### config.mk
export PLATFORM = sky130hd
export DESIGN_NAME = fetch_ctrl_fsm_flat
export DESIGN_NICKNAME = d
export VERILOG_FILES = /design/src/rtl/fetch_ctrl_pkg.sv /design/src/rtl/fetch_ctrl_fsm_if.sv /design/src/rtl/ctrl_alu.sv /design/src/rtl/fetch_ctrl_fsm.sv /design/src/flat_wrapper.sv
export SDC_FILE = /design/constraint.sdc
export NUM_CORES = 1
export LEC_CHECK = 0
export BUFFER_PORTS_ARGS = -buffer_cell sky130_fd_sc_hd__buf_2
export CAP_MARGIN = 20
export CORE_UTILIZATION = 25
export CTS_CLUSTER_SIZE = 24
export DETAILED_ROUTE_END_ITERATION = 8
export GPL_TIMING_DRIVEN = 0
export PLACE_DENSITY = 0.55
export SYNTH_ARGS = -nofsm -noshare
export SYNTH_HDL_FRONTEND = slang
export SYNTH_HIERARCHICAL = 1
export SYNTH_SLANG_ARGS = --single-unit
export TNS_END_PERCENT = 30
### constraint.sdc
create_clock -name CLK -period 2.6 [get_ports CLK]
set_clock_uncertainty 0.1 [all_clocks]
set_input_delay 0.39 -clock CLK [delete_from_list [all_inputs] [get_ports CLK]]
set_output_delay 0.39 -clock CLK [all_outputs]
set_load 0.02 [all_outputs]
### src/rtl/fetch_ctrl_pkg.sv
// Shared widths, opcodes and FSM state type for the fetch/execute controller.
package fetch_ctrl_pkg;

  localparam int unsigned ACC_W   = 8;
  localparam int unsigned PC_W    = 9;
  localparam int unsigned IR_W    = 12;
  localparam int unsigned OPC_MSB = 11;
  localparam int unsigned OPC_LSB = 9;

  localparam logic [2:0] OP_NOP = 3'b000;
  localparam logic [2:0] OP_LDI = 3'b001;
  localparam logic [2:0] OP_ADD = 3'b010;
  localparam logic [2:0] OP_SUB = 3'b011;
  localparam logic [2:0] OP_JMP = 3'b100;
  localparam logic [2:0] OP_JZ  = 3'b101;
  localparam logic [2:0] OP_OUT = 3'b110;
  localparam logic [2:0] OP_HLT = 3'b111;

  typedef enum logic [2:0] {
    ST_FETCH,
    ST_LOAD,
    ST_EXEC,
    ST_OWAIT,
    ST_HALT
  } ctrl_state_t;

  function automatic logic [2:0] opcode_of(input logic [IR_W-1:0] ir);
    return ir[OPC_MSB:OPC_LSB];
  endfunction

endpackage

### src/rtl/fetch_ctrl_fsm_if.sv
// Fetch-path strobes, instruction input and valid/ready result port of the controller.
// step_req exists only when FETCH_CTRL_STEP_EN is defined.
interface fetch_ctrl_fsm_if;
  import fetch_ctrl_pkg::*;

  logic [IR_W-1:0]  ir_in;
  logic             rom_oe;
  logic             ir_load;
  logic             pc_inc;
  logic             pc_jump;
  logic [PC_W-1:0]  pc_target;
  logic [ACC_W-1:0] out_data;
  logic             out_valid;
  logic             out_ready;
  logic [ACC_W-1:0] acc;
  logic             zero;
  logic             halted;
`ifdef FETCH_CTRL_STEP_EN
  logic             step_req;
`endif

  modport master (
`ifdef FETCH_CTRL_STEP_EN
    input  step_req,
`endif
    input  ir_in, out_ready,
    output rom_oe, ir_load, pc_inc, pc_jump, pc_target,
    output out_data, out_valid, acc, zero, halted
  );

  modport slave (
`ifdef FETCH_CTRL_STEP_EN
    output step_req,
`endif
    output ir_in, out_ready,
    input  rom_oe, ir_load, pc_inc, pc_jump, pc_target,
    input  out_data, out_valid, acc, zero, halted
  );

endinterface

### src/rtl/ctrl_alu.sv
// Combinational 8-bit add/subtract with zero detect; carry is dropped.
module ctrl_alu
  import fetch_ctrl_pkg::*;
(
  input  logic [ACC_W-1:0] a,
  input  logic [ACC_W-1:0] b,
  input  logic             sub,
  output logic [ACC_W-1:0] y,
  output logic             z
);

  assign y = sub ? (a - b) : (a + b);
  assign z = (y == ACC_W'(0));

endmodule

### src/rtl/fetch_ctrl_fsm.sv
// Fetch/execute controller: sequences ROM/IR/PC and runs the accumulator ISA.
// Optional single-step gating of FETCH under FETCH_CTRL_STEP_EN.
module fetch_ctrl_fsm
  import fetch_ctrl_pkg::*;
(
  input  logic      CLK,
  input  logic      RST,
  fetch_ctrl_fsm_if.master bus
);

  ctrl_state_t      state_q, state_d;
  logic [ACC_W-1:0] acc_q, acc_d;
  logic             zero_q, zero_d;
  logic [ACC_W-1:0] out_data_q, out_data_d;
  logic             out_valid_q, out_valid_d;

  logic             rom_oe_s, ir_load_s, pc_inc_s, pc_jump_s;
  logic             step_go;
  logic [2:0]       opc;
  logic [ACC_W-1:0] alu_a, alu_y;
  logic             alu_sub, alu_z;

  assign opc     = opcode_of(bus.ir_in);
  // LDI reuses the adder with a zero left operand
  assign alu_a   = (opc == OP_LDI) ? ACC_W'(0) : acc_q;
  assign alu_sub = (opc == OP_SUB);

  ctrl_alu u_alu (
    .a   (alu_a),
    .b   (bus.ir_in[ACC_W-1:0]),
    .sub (alu_sub),
    .y   (alu_y),
    .z   (alu_z)
  );

`ifdef FETCH_CTRL_STEP_EN
  logic step_q, step_pend_q, step_pend_d, step_edge;

  // An edge seen outside FETCH is held until FETCH consumes it
  assign step_edge   = bus.step_req & ~step_q;
  assign step_go     = step_pend_q | step_edge;
  assign step_pend_d = step_go & (state_q != ST_FETCH);

  always_ff @(posedge CLK or posedge RST) begin
    if (RST) begin
      step_q      <= 1'b0;
      step_pend_q <= 1'b0;
    end else begin
      step_q      <= bus.step_req;
      step_pend_q <= step_pend_d;
    end
  end
`else
  assign step_go = 1'b1;
`endif

  always_ff @(posedge CLK or posedge RST) begin
    if (RST) begin
      state_q     <= ST_FETCH;
      acc_q       <= '0;
      zero_q      <= 1'b0;
      out_data_q  <= '0;
      out_valid_q <= 1'b0;
    end else begin
      state_q     <= state_d;
      acc_q       <= acc_d;
      zero_q      <= zero_d;
      out_data_q  <= out_data_d;
      out_valid_q <= out_valid_d;
    end
  end

  always_comb begin
    state_d     = state_q;
    acc_d       = acc_q;
    zero_d      = zero_q;
    out_data_d  = out_data_q;
    out_valid_d = out_valid_q;
    rom_oe_s    = 1'b0;
    ir_load_s   = 1'b0;
    pc_inc_s    = 1'b0;
    pc_jump_s   = 1'b0;

    case (state_q)
      ST_FETCH: begin
        if (step_go) begin
          rom_oe_s = 1'b1;
          state_d  = ST_LOAD;
        end
      end
      ST_LOAD: begin
        rom_oe_s  = 1'b1;
        ir_load_s = 1'b1;
        state_d   = ST_EXEC;
      end
      ST_EXEC: begin
        state_d = ST_FETCH;
        case (opc)
          OP_LDI, OP_ADD, OP_SUB: begin
            acc_d    = alu_y;
            zero_d   = alu_z;
            pc_inc_s = 1'b1;
          end
          OP_JMP: pc_jump_s = 1'b1;
          OP_JZ: begin
            pc_jump_s = zero_q;
            pc_inc_s  = ~zero_q;
          end
          OP_OUT: begin
            out_data_d  = acc_q;
            out_valid_d = 1'b1;
            state_d     = ST_OWAIT;
          end
          OP_HLT: state_d = ST_HALT;
          default: pc_inc_s = 1'b1;
        endcase
      end
      ST_OWAIT: begin
        if (out_valid_q && bus.out_ready) begin
          pc_inc_s    = 1'b1;
          out_valid_d = 1'b0;
          state_d     = ST_FETCH;
        end
      end
      ST_HALT: state_d = ST_HALT;
      default: state_d = ST_FETCH;
    endcase
  end

  // Strobes forced low while reset is asserted, even though state reads FETCH
  assign bus.rom_oe    = rom_oe_s  & ~RST;
  assign bus.ir_load   = ir_load_s & ~RST;
  assign bus.pc_inc    = pc_inc_s  & ~RST;
  assign bus.pc_jump   = pc_jump_s & ~RST;
  assign bus.pc_target = bus.ir_in[PC_W-1:0];
  assign bus.out_data  = out_data_q;
  assign bus.out_valid = out_valid_q;
  assign bus.acc       = acc_q;
  assign bus.zero      = zero_q;
  assign bus.halted    = (state_q == ST_HALT);

endmodule

### src/flat_wrapper.sv
// flat-port wrapper written by rule: the top's interface ports become plain ports
module fetch_ctrl_fsm_flat import fetch_ctrl_pkg::*;
  (CLK, RST, bus_ir_in, bus_out_ready, bus_rom_oe, bus_ir_load, bus_pc_inc, bus_pc_jump, bus_pc_target, bus_out_data, bus_out_valid, bus_acc, bus_zero, bus_halted);
  fetch_ctrl_fsm_if bus_i ();
  input  logic CLK;
  input  logic RST;
  input wire logic [$bits(bus_i.ir_in)-1:0] bus_ir_in;
  input wire logic [$bits(bus_i.out_ready)-1:0] bus_out_ready;
  output wire logic [$bits(bus_i.rom_oe)-1:0] bus_rom_oe;
  output wire logic [$bits(bus_i.ir_load)-1:0] bus_ir_load;
  output wire logic [$bits(bus_i.pc_inc)-1:0] bus_pc_inc;
  output wire logic [$bits(bus_i.pc_jump)-1:0] bus_pc_jump;
  output wire logic [$bits(bus_i.pc_target)-1:0] bus_pc_target;
  output wire logic [$bits(bus_i.out_data)-1:0] bus_out_data;
  output wire logic [$bits(bus_i.out_valid)-1:0] bus_out_valid;
  output wire logic [$bits(bus_i.acc)-1:0] bus_acc;
  output wire logic [$bits(bus_i.zero)-1:0] bus_zero;
  output wire logic [$bits(bus_i.halted)-1:0] bus_halted;
  assign bus_i.ir_in = bus_ir_in;
  assign bus_i.out_ready = bus_out_ready;
  assign bus_rom_oe = bus_i.rom_oe;
  assign bus_ir_load = bus_i.ir_load;
  assign bus_pc_inc = bus_i.pc_inc;
  assign bus_pc_jump = bus_i.pc_jump;
  assign bus_pc_target = bus_i.pc_target;
  assign bus_out_data = bus_i.out_data;
  assign bus_out_valid = bus_i.out_valid;
  assign bus_acc = bus_i.acc;
  assign bus_zero = bus_i.zero;
  assign bus_halted = bus_i.halted;
  fetch_ctrl_fsm u_core (.CLK(CLK), .RST(RST), .bus(bus_i));
endmodule
==> results of run 1 <==
[sequential cells by signal (all words and copies together), names as in the netlist]
register and cells:
u_core/state_q 3, u_core/bus.out_valid 1, u_core/bus.out_data 8, u_core/bus.acc 8, u_core/bus.zero 1
[cell families after synthesis]
group / count (synthesis) / synth area share
flops: 21 / 0.343
xor+xnor: 11 / 0.0629
simple gates: 46 / 0.189
buf+inv: 25 / 0.0841
fa+ha+maj: 9 / 0.0784
mux: 18 / 0.132
compound gates: 25 / 0.111
[worst max path at each step]
stage | start | endpoint | depth (start not counted)
floorplan | bus_ir_in[9] | u_core/bus.acc[7] | 11
global placement | bus_ir_in[11] | u_core/bus.zero | 13
detailed placement | bus_ir_in[11] | u_core/bus.zero | 13
CTS | bus_ir_in[9] | u_core/bus.acc[7] | 12
global route | bus_ir_in[11] | u_core/bus.acc[7] | 12
finish | bus_ir_in[11] | u_core/bus.acc[7] | 12
[where the power goes]
group	total, µW	internal, µW	switching (µW)
clock	210	107	104
sequential	580	468	111
combinational	1290	594	696
[repair_timing]
| item | 4_1_cts | 5_1_grt |
|---|---|---|
| gates resized for setup | 16 | 6 |
| endpoints found under the setup margin | 5 | 2 |
| setup buffers | 5 | 0 |
| pin swaps | 11 | 5 |
[area by class of cell]
type,count,area [µm²]
Fill cell,611,3860
Timing Repair Buffer,50,282
Clock inverter,1,5.00
Buffer,12,91.3
Tap cell,75,93.8
Inverter,13,51.3
Sequential cell,21,526
Clock buffer,3,41.3
Multi-Input combinational cell,109,968
[stage by stage]
step | worst slack [ns] | area (µm²)
final | 0.0308 | 2060
after global routing | -0.0883 | 2060
after CTS | -0.0131 | 2030
after detailed placement | -0.576 | 1870
after global placement | -0.570 | 1870
after floorplan | -0.0763 | 1550
[routing by layer]
metal,part of all wire,global-route usage
met1,0.46,0.137
met2,0.49,0.186
met3,0.032,0.0114
met4,0.014,0.0375
met5,0,0
[worst max-delay path: cells and delay by family]
kind / cells / cell delay [ns]
muxes: 1 / 0.26
and+or+nand+nor: 2 / 0.41
adders and majority gates: 1 / 0.30
AOI/OAI and AO/OA: 4 / 0.67
xor gates and xnor gates: 1 / 0.15
buffers and inverters: 3 / 0.42
[cell usage after synthesis]
cell type,n
sky130_fd_sc_hd__nor4_2,1
sky130_fd_sc_hd__and2_4,1
sky130_fd_sc_hd__or2_1,1
sky130_fd_sc_hd__or3b_4,1
sky130_fd_sc_hd__nand4_1,1
sky130_fd_sc_hd__a211oi_1,1
sky130_fd_sc_hd__buf_4,9
sky130_fd_sc_hd__nor4bb_1,1
sky130_fd_sc_hd__inv_1,13
sky130_fd_sc_hd__nor3_1,5
sky130_fd_sc_hd__o21a_1,1
sky130_fd_sc_hd__o21bai_1,2
sky130_fd_sc_hd__nor3b_1,3
sky130_fd_sc_hd__mux2i_1,1
sky130_fd_sc_hd__a31oi_1,3
sky130_fd_sc_hd__nand2b_1,2
sky130_fd_sc_hd__xnor2_1,8
sky130_fd_sc_hd__nand3b_1,1
sky130_fd_sc_hd__dfrtp_1,21
sky130_fd_sc_hd__and3_2,1
sky130_fd_sc_hd__nor4_1,1
sky130_fd_sc_hd__o211a_1,1
sky130_fd_sc_hd__a221o_1,1
sky130_fd_sc_hd__and2_1,1
sky130_fd_sc_hd__fa_1,1
sky130_fd_sc_hd__ha_1,8
sky130_fd_sc_hd__clkbuf_1,2
sky130_fd_sc_hd__o21ai_0,2
sky130_fd_sc_hd__a311oi_1,1
sky130_fd_sc_hd__nand2_1,4
sky130_fd_sc_hd__and3b_1,1
sky130_fd_sc_hd__mux2_2,17
sky130_fd_sc_hd__a21oi_2,1
sky130_fd_sc_hd__nor2_1,7
sky130_fd_sc_hd__nor2b_1,12
sky130_fd_sc_hd__xor2_1,3
sky130_fd_sc_hd__a21o_1,1
sky130_fd_sc_hd__buf_2,1
sky130_fd_sc_hd__o211ai_2,1
sky130_fd_sc_hd__o2111ai_1,1
sky130_fd_sc_hd__nand3_1,1
sky130_fd_sc_hd__a21oi_1,9
sky130_fd_sc_hd__nor3_4,1
[placed cells by master, fill, tap and decap left out, drive strengths merged, types with 2 or more instances in the layout]
master,netlist,final
inv,13,13
and2,2,2
clkbuf,2,4
a31oi,3,3
nor3,6,6
nor2,7,7
xnor2,8,8
o21bai,2,2
ha,8,8
buf,10,61
mux2,17,17
nand2,4,4
nor2b,12,12
o21ai,2,2
nand2b,2,2
nor3b,3,3
dfrtp,21,21
xor2,3,3
a21oi,10,10
nor4,2,2
==> parameters.txt, run 1 <==
Parameter                              Value

Cells and area
  Final antenna diode count    0
  Fraction of final layout cells with drive strength greater than 1    0.493
  Non-filler cells in the finished layout    284
  Final nets    234
  Area growth from synthesis to layout    34.4%
  Final core utilization    0.348

Synthesis
  Sequential area share after synthesis    0.343
  Syn Nets    179
  Warnings, synthesis    6
  Post-synthesis cell type with the largest combined area    sky130_fd_sc_hd__dfrtp_1
  Cell types with the largest area share after synthesis    sky130_fd_sc_hd__dfrtp_1 (34%), sky130_fd_sc_hd__mux2_2 (12%), sky130_fd_sc_hd__ha_1 (6.5%)
  Syn avg cell area    9.88 µm²
  Number of register bits inferred by synthesis    21
  Fraction of synthesized cell area taken by the top area cell type    0.343
  Count of different cell masters after synthesis    43
  Count of mapped cells out of synthesis    155
  Post-Syn Area    0.00153 mm²

Routing
  Routed len/inst    11.7 µm
  Iteration-0 DRC Markers    41
  DR DRC count    0
  First-pass detailed-route iteration total    3
  Post-DRT Antenna Nets    0
  Routed vias/inst    4.45
  Total routed wirelength    3340 µm
  Routed via count    1,264

Die
  DIE AREA    0.00644 mm²
  Width of the die    80.3 µm
  Standard cell core area    0.00592 mm²
  Ports    47
  Core Rows    28
  Starting Density    0.259
  Height of the chip    80.3 µm

Place
  Estimated wirelength of the detail-placed design    2580 µm
  Weighted congestion reported at the end of routability-driven placement    0.783
  Count of input and output buffers    45
  Cells after DPL    275

Worst setup path
  Endpoint of the worst register-to-register path    u_core/bus.zero
  Kind of launch point of the worst setup path    primary input
  Kind of end point of the critical path    register
  Maximum fanout count along the critical path    7
  Peak per-stage delay on the critical path    0.37 ns
  Worst setup path class    primary input to register
  CP Data Required Time    2.64 ns
  CP cell instances    buf_6, nor3b_4, buf_8, a31oi_4, xnor2_2, ha_1, buf_4, a221o_1, o211ai_2, a21oi_2, or2_1, mux2_2
  Worst path slowest cell    sky130_fd_sc_hd__a221o_1
  Crit path arrival time    2.61 ns
  Register-to-Register Path Depth    11
  Worst reg2reg path startpoint    u_core/bus.acc[0]
  Setup slack of the most critical reg-to-reg path    0.17 ns

Timing
  Measured slew at the worst slew-check pin    0.801 ns
  Max-slew violation count    0
  Shortest clock period the worst path allows after layout    2.57 ns
  Max transition margin    0.465
  Share of the clock period used by the worst path    0.988
  Fmax    389 MHz
  Number of endpoints failing setup at the final stage    0
  RSZ-0062 raised after global routing    yes
  Hold Violations, Final    0
  Worst hold-check slack    0.211 ns
  Setup tns final    0 ns

CTS
  Hold-fix buffers at CTS    0
  Maximum clock insertion buffer count    2
  Clock transition at path regs    0.08 ns
  CTS root buf    sky130_fd_sc_hd__clkbuf_8
  Clock latency at the later pin of the worst-skew pair    0.26 ns
  Total number of H-tree levels    1
  Number of clock sinks    21
  Number of buffers added by the clock tree synthesis step    3
  Clock tree from TritonCTS    done

Pwr
  Pwr Density    1010 mW/mm²
  Peak supply drop    423 µV
  Leakage power figure    0.000993 µW
  Total power    2080 µW

Global routing
  Initial antenna violation count    0
  Pin count of the biggest net entering global routing    22
  Grt ovf    0
  Global Route Usage Sum    0.107
  Number of global-route vias before repair    1,193
  First-pass GRT wire length    5400 µm

Run status
  Result of the run    finished, final reports clean

Worst hold path
  Type of the worst min-delay path    primary input to async pin

Run
  Count of maximum capacitance violations    0
Power figures use the tool's default switching activity.
==> run 2, diff against run 1 <==
SYNTH_HIERARCHICAL = unset   (was 1)
==> run 2 against run 1 <==
- routed wire length fell by 6.1%
- largest power group unchanged
- critical endpoint is now u_core.bus.zero
- die area shrank 6.3%
- synthesized cell count is 1.3% lower
==> parameters.txt, run 2 <==
Parameter                              Value

Synthesis
  Post-Syn Area    0.00143 mm² (-6.5%)
  Warnings, synthesis    0 (-6)
  Sequential area share after synthesis    0.367 (+0.0237)
  Xor-xnor portion of the synthesized cell area    0.0734 (+0.0105)
  Cell types with the largest area share after synthesis    sky130_fd_sc_hd__dfrtp_1 (37%), sky130_fd_sc_hd__ha_1 (7.0%), sky130_fd_sc_hd__xnor2_1 (6.1%)
  Syn avg cell area    9.36 µm² (-5.2%)
  Post-synthesis share of cell area spent on and, or, nand and nor gates    0.188 (-0.000953)
  Fraction of synthesized cell area taken by the top area cell type    0.367 (+0.0237)
  Number of enable flip-flop cells after synthesis    0 (unchanged)
  Post-synthesis cell type with the largest combined area    sky130_fd_sc_hd__dfrtp_1
  Main combinational cell family by area after synthesis    simple AND/OR/NAND/NOR gates
  Share of the synthesized area in compound gates (AO/OA/AOI/OAI)    0.0961 (-0.0150)
  Count of different cell masters after synthesis    37 (-14%)
  Library cell with the highest instance count after synthesis    sky130_fd_sc_hd__dfrtp_1
  Proportion of synthesized flip-flops having asynchronous set or reset    1.00 (unchanged)
  Number of register bits inferred by synthesis    21 (unchanged)
  Area share of fa/ha/maj cells after synthesis    0.0838 (+0.00541)
  Top_reg_cell synth    sky130_fd_sc_hd__dfrtp_1
  Syn Nets    177 (-1.1%)
  Count of mapped cells out of synthesis    153 (-1.3%)
  Mux contribution to synthesized area    0.109 (-0.0224)
  Ranking of synthesized cells by instance count    sky130_fd_sc_hd__dfrtp_1 (21), sky130_fd_sc_hd__nor2_1 (14), sky130_fd_sc_hd__nand2_1 (12), sky130_fd_sc_hd__xnor2_1 (10)

Global routing
  Global Route Usage Sum    0.111 (+0.00381)
  Initial antenna violation count    0 (unchanged)
  Pin count of the biggest net entering global routing    22 (unchanged)
  Grt ovf    0 (unchanged)
  Number of global-route vias before repair    1,193 (unchanged)
  First-pass GRT wire length    5320 µm (-1.5%)

Timing
  Share of the clock period used by the worst path    0.982 (-0.00597)
  Number of endpoints failing setup at the final stage    0 (unchanged)
  Measured slew at the worst slew-check pin    0.758 ns (-0.0431 ns)
  Max transition margin    0.494 (+0.0288)
  Max-slew violation count    0 (unchanged)
  Fmax    392 MHz (+0.61%)
  RSZ-0062 raised after global routing    yes
  Hold Violations, Final    0 (unchanged)
  Shortest clock period the worst path allows after layout    2.55 ns (-0.0155 ns)
  Setup tns final    0 ns (unchanged)

Worst setup path
  Worst setup path class    primary input to register
  Register-to-Register Path Depth    8 (-3)
  Kind of launch point of the worst setup path    primary input
  Peak per-stage delay on the critical path    0.55 ns (+0.18 ns)
  Setup slack of the most critical reg-to-reg path    0.27 ns (+0.10 ns)
  CP cell instances    buf_4, or3b_4, and2_4, ha_4, a21o_1, a21oi_2, o21ai_2, xor2_1, or4_4, o32ai_2
  Crit path arrival time    2.63 ns (+0.02 ns)
  Maximum fanout count along the critical path    8 (+1)
  Kind of end point of the critical path    register
  CP Data Required Time    2.67 ns (+0.03 ns)
  Worst setup startpoint    bus_ir_in[9]
  Worst path slowest cell    sky130_fd_sc_hd__or4_4
  Worst reg2reg path startpoint    u_core.bus.acc[1]
  Endpoint of the worst register-to-register path    u_core.bus.zero

Cells and area
  Area growth from synthesis to layout    33.8%
  Commonest non-fill, non-tap cells in the layout    sky130_fd_sc_hd__buf_2 (42), sky130_fd_sc_hd__dfrtp_1 (21), sky130_fd_sc_hd__nor2_1 (13), sky130_fd_sc_hd__buf_4 (13), sky130_fd_sc_hd__nand2_1 (11)
  Fraction of final layout cells with drive strength greater than 1    0.436 (-0.0565)
  Final core utilization    0.348 (+0.000470)
  Final nets    229 (-2.1%)
  Final-layout fill cell count    571 (-6.5%)
  Most common library cell in the layout ignoring fill and taps    sky130_fd_sc_hd__buf_2
  Final antenna diode count    0 (unchanged)

CTS
  Clock latency at the later pin of the worst-skew pair    0.26 ns (about the same)
  Clock transition at path regs    0.07 ns (about the same)
  CTS root buf    sky130_fd_sc_hd__clkbuf_8
  Number of buffers added by the clock tree synthesis step    3 (unchanged)
  Clock tree from TritonCTS    done
  Maximum clock insertion buffer count    2 (unchanged)
  Number of clock sinks    21 (unchanged)
  Total number of H-tree levels    1 (unchanged)
  Hold-fix buffers at CTS    0 (unchanged)

Worst hold path
  Type of the worst min-delay path    primary input to async pin

Die
  Height of the chip    77.7 µm (-3.2%)
  Core Rows    27 (-3.6%)
  Ports    47 (unchanged)
  DIE AREA    0.00604 mm² (-6.3%)
  Standard cell core area    0.00551 mm² (-7.0%)
  Width of the die    77.7 µm (-3.2%)
  Starting Density    0.260 (+0.00150)

Pwr
  Leakage power figure    0.000948 µW (-4.6%)
  Peak supply drop    461 µV (+8.8%)
  Pwr Density    1050 mW/mm² (+4.3%)

Run status
  Result of the run    finished, final reports clean

Routing
  Routed vias/inst    4.43 (-0.44%)
  Routed len/inst    11.4 µm (-3.3%)
  Total routed wirelength    3130 µm (-6.1%)
  Iteration-0 DRC Markers    26 (-37%)
  First-pass detailed-route iteration total    4 (+1)
  DR DRC count    0 (unchanged)
  Routed via count    1,223 (-3.2%)
  Post-DRT Antenna Nets    0 (unchanged)

Place
  Weighted congestion reported at the end of routability-driven placement    0.740 (-5.5%)
  Count of input and output buffers    45 (unchanged)
  Estimated wirelength of the detail-placed design    2530 µm (-2.0%)

Run
  Count of maximum capacitance violations    0 (unchanged)
## run 2: changes by cell type after synthesis, sizes merged, moves of 5 or more
cell   previous run  this run
nor2b            12         2
nand2             4        12
nor2              7        14
o21ai             2         9
a21oi            10         5
and2              2         7
## run 2: where the power goes
part	switching [µW]	leakage (µW)	total, µW	internal (µW)
registers	115	0.000258	593	478
clock network	100	0.0000255	207	107
logic	671	0.000664	1220	549
## run 2: layer usage
| layer | share of wire | track usage | up-vias |
|---|---|---|---|
| met4 | 0.0032 | 0.0170 | 0 |
| li1 | - | - | 618 |
| met2 | 0.49 | 0.190 | 33 |
| met1 | 0.45 | 0.141 | 570 |
| met5 | 0 | 0 | - |
| met3 | 0.058 | 0.0306 | 2 |
## run 2: how the worst max path moves through the flow
stage / end / slack, ns
2_1_floorplan: u_core.bus.zero / -0.07
6_report: u_core.bus.zero / 0.05
3_5_place_dp: u_core.bus.zero / -0.39
5_1_grt: u_core.bus.zero / -0.04
3_3_place_gp: u_core.bus.zero / -0.38
4_1_cts: u_core.bus.zero / 0.01
## run 2: cell type report
type	count	area, µm²	share of cell area
timing repair buffer	48	265	0.138
clock buffer	3	41.3	0.0215
inverter	9	33.8	0.0176
buffer	12	80.1	0.0418
sequential	21	526	0.274
clock inverter	1	5.00	0.00261
tap	72	90.1	0.0470
multi-input combinational	110	876	0.457
## run 2: critical path, delay by kind of cell
kind | cells | cell delay [ns]
AND/OR/NAND/NOR | 3 | 1.15
XOR/XNOR | 1 | 0.16
AO/OA/AOI/OAI | 4 | 0.59
buffers and inverters | 1 | 0.11
adder cells (fa/ha/maj) | 1 | 0.23
## run 2: kinds of logic (layout without fill, tap and decap cells)
group	after synthesis	count (layout)
AOI/OAI and AO/OA	23	23
xor gates and xnor gates	12	12
adders and majority gates	9	9
buffers and inverters	22	73
DFF	21	21
muxes	14	14
and+or+nand+nor	52	52
## run 2: stage by stage
step / hold slack [ns] / total power (µW) / setup slack [ns] / instances / instance area (µm²)
CTS: 0.216 / 1980 / 0.0102 / 274 / 1860
global route: 0.258 / 2210 / -0.0352 / 276 / 1920
global placement: 0.370 / 1710 / -0.382 / 270 / 1780
detailed placement: 0.372 / 1730 / -0.392 / 270 / 1780
finish: 0.185 / 2020 / 0.0463 / 276 / 1920
floorplan: 0.267 / 1410 / -0.0713 / 153 / 1470
## run 2: timing repair
item                                    in CTS  in global routing
resized for setup                           11                 11
endpoints found under the setup margin       1                  1
setup buffers                                0                  3
pin swaps                                    2                  7
==> run 3, diff against run 2 <==
==> constraint.sdc (replaced) <==
create_clock -name CLK -period 2.6 [get_ports CLK]
set_clock_uncertainty 0.1 [all_clocks]
set_input_delay 0.26 -clock CLK [delete_from_list [all_inputs] [get_ports CLK]]
set_output_delay 0.26 -clock CLK [all_outputs]
set_load 0.02 [all_outputs]
==> run 3 against run 2 <==
- fmax is 0.74% higher
- sequential power hardly changed
- cell area is 1.7% lower
- die area stayed put
- combinational power is 3% lower
- via count is 1.1% lower
- utilization is 0.59 points lower
- highest routed layer is now met3
==> parameters.txt, run 3 (same netlist as run 2, synthesis figures left out) <==
Parameter                              Value

Pwr
  Internal    1110 µW (-2.5%)
  Share of total power consumed by net switching    0.442 (+0.00356)
  Part of the power in combinational logic    0.596 (-0.008)
  Sw Pwr    877 µW (-1.1%)
  Pwr Density    1050 mW/mm² (-0.19%)
  Peak supply drop    402 µV (-13%)
  Sequential fraction of design power    0.299 (+0.006)
  Clock network fraction of design power    0.105 (+0.003)
  Leakage power figure    0.000933 µW (-1.5%)

Global routing
  Global Route Usage Sum    0.109 (-0.00215)
  Grt ovf    0 (unchanged)
  Initial antenna violation count    0 (unchanged)
  Pin count of the biggest net entering global routing    22 (unchanged)
  Number of global-route vias before repair    1,164 (-2.4%)
  First-pass GRT wire length    5260 µm (-1.2%)

Routing
  Routed via count    1,209 (-1.1%)
  Routed len/inst    11.2 µm (-1.6%)
  Post-DRT Antenna Nets    0 (unchanged)
  First-pass detailed-route iteration total    4 (unchanged)
  DR DRC count    0 (unchanged)
  Total routed wirelength    3070 µm (-1.9%)
  Iteration-0 DRC Markers    24 (-7.7%)
  Routed vias/inst    4.40 (-0.79%)

Die
  Core Rows    27 (unchanged)
  Standard cell core area    0.00551 mm² (unchanged)
  Width of the die    77.7 µm (unchanged)
  Height of the chip    77.7 µm (unchanged)
  Starting Density    0.260 (unchanged)
  DIE AREA    0.00604 mm² (unchanged)
  Ports    47 (unchanged)

Place
  Count of input and output buffers    45 (unchanged)
  Area after DPL    0.00176 mm² (-1.2%)
  Weighted congestion reported at the end of routability-driven placement    0.715 (-3.3%)
  Cells after DPL    270 (unchanged)
  Estimated wirelength of the detail-placed design    2540 µm (+0.13%)
  Post-Place Worst Slack    -0.324 ns (+0.0679 ns)

Timing
  Number of endpoints failing setup at the final stage    0 (unchanged)
  Max transition margin    0.470 (-0.0237)
  RSZ-0062 raised after global routing    no
  Fmax    394 MHz (+0.74%)
  Max-slew violation count    0 (unchanged)
  Shortest clock period the worst path allows after layout    2.53 ns (-0.0187 ns)
  Setup tns final    0 ns (unchanged)
  Measured slew at the worst slew-check pin    0.793 ns (+0.0355 ns)
  Share of the clock period used by the worst path    0.975 (-0.00721)
  Hold Violations, Final    0 (unchanged)
  Minimum setup slack in the final design    0.0651 ns (+0.0187 ns)
  Worst hold-check slack    0.0734 ns (-0.111 ns)

Worst setup path
  Register-to-Register Path Depth    8 (unchanged)
  Kind of end point of the critical path    register
  Endpoint of the worst register-to-register path    u_core.bus.zero
  CP Data Required Time    2.67 ns (about the same)
  Worst reg2reg path startpoint    u_core.bus.acc[0]
  Worst setup startpoint    bus_ir_in[10]
  Crit path arrival time    2.61 ns (-0.02 ns)
  Setup slack of the most critical reg-to-reg path    0.22 ns (-0.05 ns)
  Maximum fanout count along the critical path    8 (unchanged)
  Critical path destination    u_core.bus.zero
  Worst setup path class    primary input to register
  Kind of launch point of the worst setup path    primary input

CTS
  Total number of H-tree levels    1 (unchanged)
  Clock transition at path regs    0.07 ns (about the same)
  Clock latency at the later pin of the worst-skew pair    0.26 ns (about the same)
  Maximum clock insertion buffer count    2 (unchanged)
  Number of clock sinks    21 (unchanged)
  Hold-fix buffers at CTS    0 (unchanged)
  Clock tree from TritonCTS    done
  CTS root buf    sky130_fd_sc_hd__clkbuf_8
  Number of buffers added by the clock tree synthesis step    3 (unchanged)

Cells and area
  Final Cell Area    0.00188 mm² (-1.7%)
  Area growth from synthesis to layout    31.5%
  Fraction of final layout cells with drive strength greater than 1    0.404 (-0.0323)
  Final nets    228 (-0.44%)
  Non-filler cells in the finished layout    275 (-0.36%)
  Commonest non-fill, non-tap cells in the layout    sky130_fd_sc_hd__buf_2 (45), sky130_fd_sc_hd__dfrtp_1 (21), sky130_fd_sc_hd__nor2_1 (14)
  Final antenna diode count    0 (unchanged)
  Final-layout fill cell count    585 (+2.5%)
  Most common library cell in the layout ignoring fill and taps    sky130_fd_sc_hd__buf_2

Worst hold path
  Type of the worst min-delay path    primary input to async pin

Run
  Count of maximum capacitance violations    0 (unchanged)

Run status
  Result of the run    finished, final reports clean
[run 3: worst min path at each step]
stage | from | end | slack (ns) | cells after the start
after floorplan | RST | u_core.bus.acc[0] | 0.14 | 1
after global placement | RST | u_core.state_q[0] | 0.37 | 2
after detailed placement | RST | u_core.state_q[2] | 0.38 | 2
after CTS | RST | u_core.state_q[2] | 0.1 | 2
after global routing | RST | u_core.state_q[2] | 0.14 | 2
final | RST | u_core.state_q[2] | 0.07 | 2
[run 3: what timing repair did]
action | 4_1_cts | 5_1_grt
pin swaps | 5 | 7
endpoints found under the hold margin | 0 | 0
resized for setup | 7 | 12
setup endpoints to repair | 1 | 1
setup buffers | 0 | 1
[run 3: power groups by stage]
stage | Sequential, µW | Combinational [µW] | Clock [µW]
2_1_floorplan | 738 | 651 | 0
3_3_place_gp | 597 | 1100 | 0
3_5_place_dp | 598 | 1110 | 0
4_1_cts | 594 | 1140 | 213
5_1_grt | 622 | 1310 | 229
6_report | 593 | 1180 | 207
[run 3: routing by layer]
metal	track usage	routed length, µm
met5	0	0
met4	0	0
met3	0.0306	164
met2	0.188	1490
met1	0.143	1420
[run 3: critical path, stage by stage]
cell and delay, ns:
sky130_fd_sc_hd__buf_4 0.14, sky130_fd_sc_hd__or3b_1 0.39, sky130_fd_sc_hd__buf_6 0.15, sky130_fd_sc_hd__and2_4 0.16
sky130_fd_sc_hd__ha_4 0.23, sky130_fd_sc_hd__a21o_1 0.17, sky130_fd_sc_hd__a21oi_2 0.12, sky130_fd_sc_hd__o21ai_2 0.09
sky130_fd_sc_hd__xor2_2 0.15, sky130_fd_sc_hd__or4_4 0.55, sky130_fd_sc_hd__o32ai_2 0.20
[run 3: stage by stage]
| step | power [µW] | util |
|---|---|---|
| 6_report | 1980 | 0.342 |
| 5_1_grt | 2160 | 0.342 |
| 4_1_cts | 1950 | 0.332 |
| 3_5_place_dp | 1710 | 0.320 |
| 3_3_place_gp | 1690 | 0.320 |
| 2_1_floorplan | 1390 | - |
[run 3: area by class of cell]
class	instances	area (µm²)	area share
Multi-Input combinational cell	110	862	0.458
Sequential cell	21	526	0.279
Timing Repair Buffer	46	235	0.125
Buffer	13	91.3	0.0485
Tap cell	72	90.1	0.0478
Clock buffer	3	41.3	0.0219
Inverter	9	33.8	0.0179
Clock inverter	1	5.00	0.00266
